## config.mk

```make
export PLATFORM = sky130hd
export DESIGN_NAME = digit_counter
export DESIGN_NICKNAME = d
export VERILOG_FILES = /design/src/rtl/digit_counter_pkg.sv /design/src/rtl/key_debounce.sv /design/src/rtl/digit_counter.sv
export SDC_FILE = /design/constraint.sdc
export NUM_CORES = 1
export LEC_CHECK = 0
export ABC_AREA = 1
export BUFFER_PORTS_ARGS = -buffer_cell sky130_fd_sc_hd__buf_4
export CORE_UTILIZATION = 36
export DETAILED_ROUTE_END_ITERATION = 8
export GPL_TIMING_DRIVEN = 1
export SLEW_MARGIN = 20
export SYNTH_ARGS = -nofsm -noshare
export SYNTH_HDL_FRONTEND = slang
export SYNTH_SLANG_ARGS = --single-unit
```

## constraint.sdc

```tcl
create_clock -name clk -period 3.8 [get_ports clk]
set_input_delay 0.57 -clock clk [delete_from_list [all_inputs] [get_ports clk]]
set_output_delay 0.57 -clock clk [all_outputs]
set_load 0.01 [all_outputs]
```

## src/rtl/digit_counter_pkg.sv

```systemverilog
// Shared types and constants for the four-digit run/stop counter.
// Build option: define DIGIT_COUNTER_BCD_EN for decimal digits (0-9);
// leave it undefined for hex digits (0-F).
package digit_counter_pkg;

    // Run/stop control states.
    typedef enum logic {
        STOP = 1'b0,
        RUN  = 1'b1
    } run_state_t;

`ifdef DIGIT_COUNTER_BCD_EN
    localparam logic [3:0] DIG_MAX = 4'h9;
`else
    localparam logic [3:0] DIG_MAX = 4'hF;
`endif

    localparam int NUM_DIGITS = 4;

    // Result of stepping one digit: new value plus carry/borrow out.
    typedef struct packed {
        logic [3:0] value;
        logic       carry;
    } digit_step_t;

    // Step one digit by +1 or -1 when enabled; carry marks a wrap.
    function automatic digit_step_t step_digit(input logic [3:0] value,
                                               input logic       down,
                                               input logic       en);
        digit_step_t r;
        r.value = value;
        r.carry = 1'b0;
        if (en) begin
            if (down) begin
                if (value == 4'h0) begin
                    r.value = DIG_MAX;
                    r.carry = 1'b1;
                end else begin
                    r.value = value - 4'h1;
                end
            end else begin
                if (value >= DIG_MAX) begin
                    r.value = 4'h0;
                    r.carry = 1'b1;
                end else begin
                    r.value = value + 4'h1;
                end
            end
        end
        return r;
    endfunction

endpackage

```

## src/rtl/key_debounce.sv

```systemverilog
// Pushbutton conditioner: 2-flop synchronizer, level debouncer and a
// one-cycle press pulse on the accepted 1->0 (pressed) transition.
module key_debounce #(
    parameter int DB_CYCLES = 500000
) (
    input  logic clk,
    input  logic rst_n,
    input  logic key,
    output logic press
);

    localparam int CNT_W = (DB_CYCLES > 1) ? $clog2(DB_CYCLES) : 1;
    localparam logic [CNT_W-1:0] CNT_LAST = CNT_W'(DB_CYCLES - 1);

    logic [1:0]       sync_q;
    logic             level_q;
    logic [CNT_W-1:0] cnt_q;

    // Synchronize the raw key, accept a new level after DB_CYCLES stable cycles.
    always_ff @(posedge clk or negedge rst_n) begin
        if (!rst_n) begin
            sync_q  <= 2'b11;
            level_q <= 1'b1;
            cnt_q   <= '0;
            press   <= 1'b0;
        end else begin
            // NOTE: non-blocking so each flop takes its pre-edge input; blocking would collapse the synchronizer chain.
            sync_q <= {sync_q[0], key};
            press  <= 1'b0;
            if (sync_q[1] == level_q) begin
                cnt_q <= '0;
            end else if (cnt_q == CNT_LAST) begin
                cnt_q   <= '0;
                level_q <= sync_q[1];
                // Only the released->pressed change produces an event.
                press   <= level_q;
            end else begin
                cnt_q <= cnt_q + CNT_W'(1);
            end
        end
    end

endmodule

```

## src/rtl/digit_counter.sv

```systemverilog
// Four-digit up/down counter with debounced run/stop and clear keys.
// Build option: DIGIT_COUNTER_BCD_EN selects decimal digits, otherwise hex.
module digit_counter
    import digit_counter_pkg::*;
#(
    parameter int CLK_HZ    = 50000000,
    parameter int TICK_HZ   = 10,
    parameter int DB_CYCLES = 500000
) (
    input  logic       clk,
    input  logic       rst_n,
    input  logic       key_run,
    input  logic       key_clr,
    input  logic       sw_down,
    output logic [3:0] dig0,
    output logic [3:0] dig1,
    output logic [3:0] dig2,
    output logic [3:0] dig3,
    output logic       run,
    output logic       wrap
);

    localparam int PRESC_LAST_INT = (CLK_HZ / TICK_HZ > 1) ? CLK_HZ / TICK_HZ - 1 : 0;
    localparam int PRESC_W = (PRESC_LAST_INT > 0) ? $clog2(PRESC_LAST_INT + 1) : 1;
    localparam logic [PRESC_W-1:0] PRESC_LAST = PRESC_W'(PRESC_LAST_INT);

    logic run_press;
    logic clr_press;

    run_state_t state_q;
    run_state_t state_d;

    logic [PRESC_W-1:0] presc_q;
    logic               tick;

    logic [NUM_DIGITS-1:0][3:0] digit_q;
    logic [NUM_DIGITS-1:0][3:0] digit_d;
    logic                       wrap_d;
    logic                       carry;
    digit_step_t                step;

    key_debounce #(.DB_CYCLES(DB_CYCLES)) u_key_run (
        .clk   (clk),
        .rst_n (rst_n),
        .key   (key_run),
        .press (run_press)
    );

    key_debounce #(.DB_CYCLES(DB_CYCLES)) u_key_clr (
        .clk   (clk),
        .rst_n (rst_n),
        .key   (key_clr),
        .press (clr_press)
    );

    // Run/stop state register.
    always_ff @(posedge clk or negedge rst_n) begin
        if (!rst_n) begin
            state_q <= STOP;
        end else begin
            state_q <= state_d;
        end
    end

    // Each run press toggles between STOP and RUN; clear never affects it.
    always_comb begin
        // NOTE: default first so every path assigns state_d; a missing branch would infer a latch.
        state_d = state_q;
        if (run_press) begin
            state_d = (state_q == STOP) ? RUN : STOP;
        end
    end

    assign tick = (state_q == RUN) && (presc_q == PRESC_LAST);

    // Prescaler: advances only while running, held in STOP, zeroed by clear.
    always_ff @(posedge clk or negedge rst_n) begin
        if (!rst_n) begin
            presc_q <= '0;
        end else if (clr_press) begin
            presc_q <= '0;
        end else if (state_q == RUN) begin
            presc_q <= tick ? '0 : presc_q + PRESC_W'(1);
        end
    end

    // Ripple the tick through all digits in one cycle; carry out of the top digit is a wrap.
    always_comb begin
        digit_d = digit_q;
        carry   = tick;
        step    = '0;
        for (int i = 0; i < NUM_DIGITS; i++) begin
            step       = step_digit(digit_q[i], sw_down, carry);
            digit_d[i] = step.value;
            carry      = step.carry;
        end
        wrap_d = carry;
    end

    // Registered digits and wrap pulse; clear wins over a coincident tick.
    always_ff @(posedge clk or negedge rst_n) begin
        if (!rst_n) begin
            digit_q <= '0;
            wrap    <= 1'b0;
        end else if (clr_press) begin
            digit_q <= '0;
            wrap    <= 1'b0;
        end else begin
            digit_q <= digit_d;
            wrap    <= wrap_d;
        end
    end

    assign dig0 = digit_q[0];
    assign dig1 = digit_q[1];
    assign dig2 = digit_q[2];
    assign dig3 = digit_q[3];
    assign run  = (state_q == RUN);

endmodule

```

Yosys cells after proc, flatten, opt, wreduce, memory -nomap -nowiden --
Index checks and enable logic that the tools add are counted.
Storage, ports and cells: bits in registers 87, output and inout bits 18, logic and storage cells 87
Operators by class: add/sub/neg operators 11, $lt $le $gt $ge 4, eq/ne operators 5, mux-type cells 38, bitwise logic cells 2, reductions and logical operators 12
Operators by type and width (count):
- 19-bit 2-to-1 mux | 4
- 23-bit 2-to-1 mux | 3
- 5-bit 2-to-1 mux | 8
- 19-bit by 1-bit adder with 19-bit output (second input constant) | 2
- 19-bit == test (second input constant) | 2
- 4-bit 2-to-1 mux | 8
- 23-bit by 1-bit adder with 23-bit output (second input constant) | 1
- 23-bit == test (second input constant) | 1
- 4-bit by 1-bit adder with 4-bit output (second input constant) | 4
- 4-bit greater-or-equal comparator (second input constant) | 4
- 4-bit logical NOT | 4
- 16-bit 2-to-1 mux | 1
- 4-bit by 1-bit subtractor with 4-bit output (second input constant) | 4
- 1-bit 2-to-1 mux | 14
- 2-bit nonzero test | 5
- 2-bit AND reduction | 2
- 1-bit == test | 2
- 1-bit inverter | 2
- 1-bit logical AND | 1

Logic depth before layout (Yosys ltp) --
Gate-level depths: netlist of run 1.
depth in word-level cells 8, depth in mapped cells 11

Modules after synthesis --
From an unflattened synthesis of run 1, not the netlist that was laid out.
Second synthesis, totals: cell total of the unflattened synthesis 684, area, all modules 5216.3 um^2
By module, submodules not included:
- digit_counter | instances 1, cells each 384, area an instance 2773.9 um^2, seq. area each 1026.0 um^2
- key_debounce | instances 2, cells each 150, area an instance 1221.2 um^2, seq. area each 579.3 um^2

Worst setup path before layout of run 1 --
Ideal clock, no wire load.
path type register to register, start reg u_key_run.cnt_q[0], end reg u_key_run.cnt_q[18], setup time 119 ps, arrival time 1489 ps, slack 2192 ps, cell stages (with the launch flop) 10, buffers on the path 0, clock period less this slack 1608 ps, cell sequence dfrtp_1 -> ha_1 -> nand2_1 -> nor2_2 -> inv_2 -> nor2_2 -> nand4_2 -> nand2_4 -> nor2_1 -> and2_1
On the way: word-level cells in the longest chain between the ends 3, elaborated cells between the ends (all ways) 4, those cells by class add/sub (1); eq/ne (1); mux (2)
Ends and longest elaborated chain:
- start: declaration | line key_debounce.sv:17 | logic [CNT_W-1:0] cnt_q;
- start signal: assignment | line key_debounce.sv:38 | cnt_q <= cnt_q + CNT_W'(1);
- 19-bit by 1-bit adder with 19-bit output / 19-bit == test (equally long branches) | line key_debounce.sv:38, key_debounce.sv:32
- 19-bit 2-to-1 mux * | line key_debounce.sv:32 | end else if (cnt_q == CNT_LAST) begin
- 19-bit 2-to-1 mux * | line key_debounce.sv:30 | if (sync_q[1] == level_q) begin
Every way passes the cells marked *; elsewhere a longest branch is shown, timed or not. A chain may end at the register's enable or synchronous reset.

Final worst setup path of run 1 --
Same ends and word-level chain as after synthesis.

==> flow_summary.ini, run 1 <==
[global_route]
grt_antenna_before_repair = 0
grtUsageMet1 = 0.227
grt_pass1_vias = 4187
grt_first_pass_wirelength_mm = 20.0
globalRouteMet2Util = 0.268
grt_use_total = 0.168
gr-usage-met3 = 0.0458
overflow = 0
grt_busiest_layer = met2
grt_start_max_net_pins = 47

[clock_tree]
cts_hold_buffers = 0
root_buffer = sky130_fd_sc_hd__clkbuf_16
clock-sinks = 87
clock_tree.buffer_depth = 2
h-tree-depth = 3
path_clk_slew_ps = 60
clk_latency_ps = 350
postCtsSetupBuffers = 0
tritoncts = yes
post_cts.resized_instances = 0
cts-buffers-inserted = 9

[timing]
setup_slack_ps = 1900
final-max-slew-violation-count = 0
totalNegativeSetupSlack_ps = 0
worst_pin_slew_ps = 583
max_freq_mhz = 526
unrepaired_setup_endpoints_after_global_routing = false
slew_headroom = 0.611
hold_viol_final = 0
whs_ps = 212
finClkSkew_ps = 5.92
period_needed_ps = 1900
final_min_period_over_clock_period = 0.500
setup-violations-final = 0

[floorplan]
die_height_microns = 124
fp.dieArea_sq_mm = 0.0153
dieWidth_microns = 124
floorplan.core_area_sq_mm = 0.0145
initial_utilization = 0.369
num_rows = 44
design.portCount = 23

[synth]
post_synth_most_frequent_cells = 136 x sky130_fd_sc_hd__nand2_1, 106 x sky130_fd_sc_hd__nor2_1, 91 x sky130_fd_sc_hd__inv_1
synth_fp_nets = 724
yosysTopAreaCellShare = 0.380
ys_types = 39
syn-mean-instance-area_sq_um = 7.56
synth_top_cells_by_area = sky130_fd_sc_hd__dfrtp_1 38%, sky130_fd_sc_hd__nand2_1 9.6%, sky130_fd_sc_hd__nor2_1 7.5%
compound_gate_fraction_of_synth_area = 0.0621
synthesis.yosys.warnings = 0
synth_edf_count = 0
yosys.area_share.simple = 0.357
synth-seq-cells = 87
post_synth_fa_ha_maj_area_fraction = 0.0305
synth_xor_xnor_area_share = 0.0623
synth_async_sr_flop_share = 1.00
yosysTopAreaCell = sky130_fd_sc_hd__dfrtp_1
synth_seq_area_share = 0.409
synthesis.instances = 706
post_synthesis_cell_area_sq_mm = 0.00534
post_synth_mux_area_share = 0
yosysMostFrequentCell = sky130_fd_sc_hd__nand2_1
synth_top_family_by_area = simple AND/OR/NAND/NOR gates
synth-main-ff-cell = sky130_fd_sc_hd__dfrtp_1

[power_and_ir_drop]
power.ir.vdd_worst_uv = 249
leakage_nw = 2.71
power_density_mw_per_mm2 = 320
fin_total_pwr_mw = 1.92

[detailed_routing]
drt_pre_antenna_iters = 6
route.antenna.remaining_nets = 0
wl_per_cell_microns = 12.5
viasPerCell = 4.86
drc = 1
wl_mm = 11.5
first_iter_violations = 248
vias = 4473

[worst_setup_path]
r2r.worst_path.cells = 9
cpMostUsedCell = sky130_fd_sc_hd__nor2_2
cp_class = reg2reg
critPathArrivalTime_ps = 2140
worstSetupEndpointType = flip-flop
critical_path.top_delay_family = simple AND/OR/NAND/NOR gates
timing.rr.end = u_key_run.cnt_q[18]
critical_path.reg2reg.startpoint = u_key_run.cnt_q[0]
worst-endpoint-required_ps = 4040
cp.buffers_inverters = 1
path_cells = ha_1 > nand2_1 > nor2_2 > inv_2 > nor2_2 > nand4_2 > nand2_4 > nor2_1 > and2_1
reg2reg_slack_ps = 1900
setup.worst_path.start_class = flip-flop
cp_peak_stage_delay_ps = 420
worstPathMaxFanout = 10
critPathSlowestCell = sky130_fd_sc_hd__dfrtp_1

[outcome]
failed_checks = design-rule violations
run_status = complete, but fails checks

[finish]
finalCoreUtilization = 0.415
stdcell_count = 921
layout-drive-gt1-share = 0.125
fin_area_sq_mm = 0.00601
area.growth.synth_to_final_pct = 12.5
antenna_cells_inserted = 0
fin_nets = 750

[placement]
placed_area_sq_mm = 0.00570
pre_cts_ws_ps = 1720
detailed_place_hpwl_mm = 8.48
globalplace.congestion = 0.830
numPlacedInstances = 905
port-buffer-count = 22

[min_path]
hold_class = in2async

[run]
cap_violations = 0
area by class of cell:
cell class | instances | area [sq um]
inverters | 99 | 372
flip-flops and latches | 87 | 2180
clock inverters | 5 | 65.1
well taps | 184 | 230
fillers | 1498 | 8470
repair buffers | 24 | 180
multi-input cells | 511 | 2730
clock buffers | 11 | 243
routing by layer:
metal	wire length (microns)	vias to the layer above
met1	5620	2050
met2	5290	77
met3	458	11
li1	-	2335
met4	112	0
met5	0	-
sequential cells by signal (all words and copies together) (netlist names):
register           cells
presc_q               23
u_key_clr.cnt_q       19
u_key_run.cnt_q       19
dig0                   4
dig1                   4
dig2                   4
dig3                   4
u_key_clr.sync_q       2
u_key_run.sync_q       2
run                    1
u_key_clr.level_q      1
u_key_clr.press        1
u_key_run.level_q      1
u_key_run.press        1
wrap                   1
cells by family (layout without fill, tap and decap cells):
family                   after synthesis  count (layout)
AO/OA/AOI/OAI                         57              57
XOR/XNOR                              38              38
adder cells (fa/ha/maj)               13              13
buffers and inverters                108             139
flip-flops                            87              87
AND/OR/NAND/NOR                      403             403
cell usage in the layout, fill, tap and decap left out, types with 3 or more instances in the layout:
cell type / count
sky130_fd_sc_hd__o21ai_0: 19
sky130_fd_sc_hd__nand4_2: 3
sky130_fd_sc_hd__nor3b_1: 5
sky130_fd_sc_hd__o21a_1: 3
sky130_fd_sc_hd__inv_2: 8
sky130_fd_sc_hd__nand3_2: 3
sky130_fd_sc_hd__nor3_2: 4
sky130_fd_sc_hd__nor2_1: 106
sky130_fd_sc_hd__nor2_2: 10
sky130_fd_sc_hd__clkbuf_16: 9
sky130_fd_sc_hd__o21ai_2: 5
sky130_fd_sc_hd__nand2_1: 136
sky130_fd_sc_hd__inv_1: 91
sky130_fd_sc_hd__xnor2_1: 5
sky130_fd_sc_hd__nand3_1: 59
sky130_fd_sc_hd__o22ai_1: 4
sky130_fd_sc_hd__nand4_1: 22
sky130_fd_sc_hd__a21oi_1: 19
sky130_fd_sc_hd__dfstp_2: 6
sky130_fd_sc_hd__nand2_2: 3
sky130_fd_sc_hd__ha_1: 13
sky130_fd_sc_hd__nor4_1: 5
sky130_fd_sc_hd__buf_4: 24
sky130_fd_sc_hd__nor2_4: 7
sky130_fd_sc_hd__nor3_1: 31
sky130_fd_sc_hd__nand3b_1: 4
sky130_fd_sc_hd__dfrtp_1: 81
sky130_fd_sc_hd__xor2_1: 33
where the power goes:
part	total (mW)	internal (mW)	switching [mW]	leakage, nW
Combinational	0.0632	0.0156	0.0476	1.39
Sequential	0.941	0.935	0.00553	1.17
Clock	0.919	0.535	0.384	0.151
worst max path at each step:
stage / startpoint / end / slack, ps / depth (start not counted)
final: u_key_run.cnt_q[0] / u_key_run.cnt_q[18] / 1900 / 9
after detailed placement: sw_down / dig3[0] / 1720 / 8
after global routing: u_key_run.cnt_q[0] / u_key_run.cnt_q[18] / 1730 / 9
after CTS: u_key_run.cnt_q[0] / u_key_run.cnt_q[18] / 1890 / 9
after global placement: sw_down / wrap / 1790 / 8
after floorplan: u_key_run.cnt_q[0] / u_key_run.cnt_q[18] / 2190 / 9
(Power assumes the default switching activity.)
==> run 2, diff against run 1 <==
==> constraint.sdc (replaced) <==
create_clock -name clk -period 1.85 [get_ports clk]
set_input_delay 0.2775 -clock clk [delete_from_list [all_inputs] [get_ports clk]]
set_output_delay 0.2775 -clock clk [all_outputs]
set_load 0.01 [all_outputs]
==> run 2 against run 1 <==
The run now ends clean. Combinational power increased by 130%. Worst hold slack got worse by 180 ps. Clock skew decreased by 1.3 ps. Clock power up 98%. Maximum frequency increased by 10%. Cell count rose by 2.4%. Critical path depth fell by 3. Power up 100%. Global-route usage fell by 0.24 points. Count of clock-buffer cells in the layout grew 2. Routed wire length grew 0.51%. Critical path type unchanged.
==> flow_summary.ini, run 2 (same netlist as run 1, synthesis figures left out) <==
[outcome]
run_status = complete, no violations

[floorplan]
floorplan.core_area_sq_mm = 0.0145
fp.dieArea_sq_mm = 0.0153
num_rows = 44
design.portCount = 23
initial_utilization = 0.369
die_height_microns = 124
dieWidth_microns = 124

[clock_tree]
h-tree-depth = 3
tritoncts = yes
clock-sinks = 87
path_clk_slew_ps = 60
root_buffer = sky130_fd_sc_hd__clkbuf_16
clock_tree.buffer_depth = 2
cts-buffers-inserted = 9
clk_latency_ps = 340

[detailed_routing]
drt_pre_antenna_iters = 4
drc = 0
viasPerCell = 4.80
wl_mm = 11.5
met2RoutedLength_mm = 5.25
route.antenna.remaining_nets = 0
wl_met3_microns = 395
wl_per_cell_microns = 12.2
vias = 4530
first_iter_violations = 231
dr.max_layer_used = met4
detail_route.wirelength.met1_mm = 5.79

[worst_setup_path]
critPathSlowestCell = sky130_fd_sc_hd__dfrtp_1
cp_peak_stage_delay_ps = 410
worstSetupEndpointType = flip-flop
cp_class = reg2reg
worstPathMaxFanout = 6
critPathArrivalTime_ps = 1940
path_cells = or2_2 > nor4_1 > buf_4 > nand3_1 > nand2_1 > nor3_1
setup.worst_path.start_class = flip-flop
worst-endpoint-required_ps = 2070

[timing]
period_needed_ps = 1730
worst_pin_slew_ps = 514
final-max-slew-violation-count = 0
whs_ps = 34.9
final_min_period_over_clock_period = 0.933
finClkSkew_ps = 4.63
slew_headroom = 0.657
setup-violations-final = 0
hold_viol_final = 0
totalNegativeSetupSlack_ps = 0
unrepaired_setup_endpoints_after_global_routing = false
max_freq_mhz = 580

[power_and_ir_drop]
power.ir.vdd_worst_uv = 485
power_density_mw_per_mm2 = 632
leakage_nw = 2.81

[global_route]
grt_start_max_net_pins = 41
grt_pass1_vias = 4306
grt_first_pass_wirelength_mm = 19.9
grt_use_total = 0.165
overflow = 0
grt_antenna_before_repair = 0

[placement]
detailed_place_hpwl_mm = 8.70
port-buffer-count = 22
numPlacedInstances = 925
globalplace.congestion = 0.865

[run]
cap_violations = 0

[finish]
layout-drive-gt1-share = 0.152
final_common_cell = sky130_fd_sc_hd__nand2_1
stdcell_count = 943
antenna_cells_inserted = 0
fin_nets = 772
largest_register_ffs = 23
fillCellCount = 1488
top_regs = presc_q (23), u_key_clr.cnt_q (19), u_key_run.cnt_q (19)
area.growth.synth_to_final_pct = 15.8
layout.cells.most_common_list = 134 x sky130_fd_sc_hd__nand2_1, 105 x sky130_fd_sc_hd__nor2_1, 91 x sky130_fd_sc_hd__inv_1
regMostFlops = presc_q
multi_input_area_sq_mm = 0.00275
regArea_sq_mm = 0.00218

[min_path]
hold_class = in2reg
-- run 2: changes by cell type in the layout (fill, tap and decap cells not counted), sizes merged --
cell	before	now
inv	101	99
clkbuf	11	13
dlygate4sd3	0	1
clkinvlp	0	1
buf	24	45
clkinv	2	1
-- run 2: per-stage QoR --
stage	utilization	total power [mW]	cell area [sq um]	setup WS (ps)
final	0.427	3.90	6180	125
after global routing	0.427	4.08	6180	1.43
after CTS	0.425	3.97	6150	97.8
after detailed placement	0.404	2.12	5850	120
after global placement	0.404	2.11	5850	105
after floorplan	-	2.03	5340	242
-- run 2: routing by layer --
metal / up-vias / track usage
li1: 2372 / -
met1: 2093 / 0.223
met2: 54 / 0.261
met3: 11 / 0.0462
met4: 0 / 0.0377
met5: - / 0
-- run 2: report_power, final --
part           internal [mW]  total (mW)  leakage, nW  switching [mW]
combinational         0.0445       0.148         1.50           0.103
clock                   1.08        1.82        0.140           0.741
sequential              1.92        1.93         1.17          0.0102
-- run 2: cell type report --
type	count	share of cell area
clock buffer	13	0.0405
clock inverter	3	0.00688
inverter	99	0.0601
multi-input combinational	511	0.446
sequential	87	0.353
tap	184	0.0372
timing repair buffer	46	0.0563
-- run 2: worst paths after layout --
path	startpoint	endpoint	slack (ps)	cells after the start
hold / removal	key_clr	u_key_clr.sync_q[0]	30	1
min in group asynchronous	rst_n	presc_q[7]	440	2
hold reg to reg	u_key_run.sync_q[0]	u_key_run.sync_q[1]	360	0
max in group asynchronous	rst_n	u_key_run.sync_q[0]	740	3
setup reg to reg	u_key_clr.cnt_q[10]	u_key_clr.cnt_q[8]	120	6
setup / recovery	u_key_clr.cnt_q[10]	u_key_clr.cnt_q[8]	120	6
-- run 2: what timing repair did --
| action | CTS | global route |
|---|---|---|
| resized for setup | 0 | 5 |
| endpoints found under the hold margin | 34 | 0 |
| setup endpoints to repair | 0 | 10 |
| hold buffers | 1 | 0 |
| setup buffers | 0 | 1 |
-- run 2: critical path: cells and delay by family (launching register included) --
family | cells | cell delay, ps
and+or+nand+nor | 5 | 1010
DFF | 1 | 410
buffers and inverters | 1 | 180
==> run 3, diff against run 2 <==
--- a/config.mk
+++ b/config.mk
@@ -7,9 +7,10 @@
 export LEC_CHECK = 0
 export ABC_AREA = 1
 export BUFFER_PORTS_ARGS = -buffer_cell sky130_fd_sc_hd__buf_4
-export CORE_UTILIZATION = 36
+export CORE_UTILIZATION = 55
 export DETAILED_ROUTE_END_ITERATION = 8
 export GPL_TIMING_DRIVEN = 1
+export PLACE_DENSITY = 0.72
 export SLEW_MARGIN = 20
 export SYNTH_ARGS = -nofsm -noshare
 export SYNTH_HDL_FRONTEND = slang
==> constraint.sdc (replaced) <==
create_clock -name clk -period 1.7 [get_ports clk]
set_input_delay 0.255 -clock clk [delete_from_list [all_inputs] [get_ports clk]]
set_output_delay 0.255 -clock clk [all_outputs]
set_load 0.01 [all_outputs]
==> run 3 against run 2 <==
The flow now finishes with violations (negative setup slack). Critical endpoint is now presc_q[16]. Power fell by 4.2%. Sequential share of layout area fell by 1.0 points. Non-clock buffer count rose by 28. Sequential cell count did not move. First-iteration DRC count fell by 22%. Largest cell class unchanged. Maximum frequency rose by 1.5%. Clock power fell by 20%. Global-route usage rose by 8.9 points. Worst hold slack improved by 330 ps. Design area rose by 3.0%.
==> flow_summary.ini, run 3 (same netlist as run 1, synthesis figures left out) <==
[outcome]
failed_checks = negative setup slack
run_status = complete, but fails checks

[detailed_routing]
wl_mm = 12.2
drc = 0
vias = 4893
wl_per_cell_microns = 13.3
first_iter_violations = 181
viasPerCell = 5.34
route.antenna.remaining_nets = 0
drt_pre_antenna_iters = 5

[clock_tree]
clock_tree.buffer_depth = 2
tritoncts = yes
h-tree-depth = 3
clk_latency_ps = 370
cts-buffers-inserted = 9
clock-sinks = 87
root_buffer = sky130_fd_sc_hd__clkbuf_8
path_clk_slew_ps = 110

[finish]
fin_nets = 800
final_common_cell = sky130_fd_sc_hd__nand2_1
layout-drive-gt1-share = 0.202
regArea_sq_mm = 0.00218
largest_register_ffs = 23
stdcell_count = 916
multi_input_area_sq_mm = 0.00282
antenna_cells_inserted = 0
fin_area_sq_mm = 0.00637
area.growth.synth_to_final_pct = 19.3
regMostFlops = presc_q
fillCellCount = 788
layout.cells.most_common_list = 133 x sky130_fd_sc_hd__nand2_1, 97 x sky130_fd_sc_hd__nor2_1, 88 x sky130_fd_sc_hd__inv_1
top_regs = presc_q (23), u_key_clr.cnt_q (19), u_key_run.cnt_q (19)

[worst_setup_path]
worstPathMaxFanout = 6
critical_path.top_delay_family = simple AND/OR/NAND/NOR gates
worstSetupEndpointType = flip-flop
critPathSlowestCell = sky130_fd_sc_hd__dfrtp_1
cp_peak_stage_delay_ps = 380
cp.buffers_inverters = 4
setup.worst_path.start_class = flip-flop
critical_path_cell_count = 10
r2r.worst_path.cells = 10
path_cells = ha_2 > inv_2 > nor2_4 > inv_2 > nor2_4 > nand3_2 > nand2_4 > buf_4 > buf_4 > nor2_1
cp_class = reg2reg
critPathArrivalTime_ps = 1950
worst-endpoint-required_ps = 1950

[timing]
totalNegativeSetupSlack_ps = -0.540
finClkSkew_ps = 19.0
final-max-slew-violation-count = 0
setup-violations-final = 1
hold_viol_final = 0
final_min_period_over_clock_period = 1.00
unrepaired_setup_endpoints_after_global_routing = true
period_needed_ps = 1700
setup_slack_ps = -0.540
max_freq_mhz = 588
worst_pin_slew_ps = 462
slew_headroom = 0.689

[placement]
placed_area_sq_mm = 0.00589
port-buffer-count = 22
numPlacedInstances = 881
globalplace.congestion = 0.906
pre_cts_ws_ps = -12.0
detailed_place_hpwl_mm = 9.09

[floorplan]
design.portCount = 23
num_rows = 35
initial_utilization = 0.572
floorplan.core_area_sq_mm = 0.00933
die_height_microns = 101
fp.dieArea_sq_mm = 0.0101
dieWidth_microns = 101

[global_route]
grt_antenna_before_repair = 0
grt_use_total = 0.254
overflow = 0
grt_pass1_vias = 4558
grt_start_max_net_pins = 34
grt_first_pass_wirelength_mm = 20.4

[power_and_ir_drop]
fin_total_pwr_mw = 3.74
power_density_mw_per_mm2 = 587
leakage_nw = 2.95
power.ir.vdd_worst_uv = 449

[run]
cap_violations = 0

[min_path]
hold_class = reg2reg
min_path_cells = 0
run 3: cell count changes in the layout (fill, tap and decap cells not counted), sizes merged:
cell / delta
dlygate4sd3: +2
clkinvlp: -1
bufinv: -1
clkbuf: -3
clkinv: +1
buf: +25
inv: +5
run 3: area by class of cell:
type,instances,share of cell area
clock buffers,9,0.0195
clock inverters,7,0.0112
inverters,99,0.0591
multi-input cells,511,0.444
flip-flops and latches,87,0.343
well taps,129,0.0253
repair buffers,74,0.0983
run 3: what timing repair did:
item / 4_1_cts / 5_1_grt
gates resized for setup: 2 / 28
cloned: 0 / 1
buffers inserted: 0 / 15
pin swaps: 1 / 15
endpoints found under the hold margin: 28 / 0
endpoints found under the setup margin: 5 / 53
hold buffers: 3 / 0
run 3: through the flow:
stage / util / hold WS [ps]
final: 0.683 / 361
after global routing: 0.683 / 366
after CTS: 0.656 / 363
after detailed placement: 0.631 / 243
after global placement: 0.631 / 237
after floorplan: - / -40.6
run 3: worst paths after layout:
kind                                startpoint                  end  slack [ps]
max                                 presc_q[1]          presc_q[16]        -0.5
min                        u_key_run.sync_q[0]  u_key_run.sync_q[1]         360
max reg2reg                         presc_q[1]          presc_q[16]        -0.5
min reg2reg                u_key_run.sync_q[0]  u_key_run.sync_q[1]         360
max in group asynchronous                rst_n  u_key_clr.sync_q[1]         690
min in group asynchronous                rst_n           presc_q[2]         370
run 3: metal layers:
layer	track usage	vias to the layer above	share of wire
li1	-	2440	-
met5	0	-	0
met2	0.439	115	0.50
met1	0.335	2325	0.45
met4	0.0702	0	0.0098
met3	0.0347	13	0.037
run 3: where the power goes:
group | total, mW | switching, mW | leakage, nW | internal (mW)
Clock | 1.45 | 0.866 | 0.102 | 0.583
Sequential | 2.10 | 0.0104 | 1.17 | 2.09
Combinational | 0.192 | 0.122 | 1.68 | 0.0695
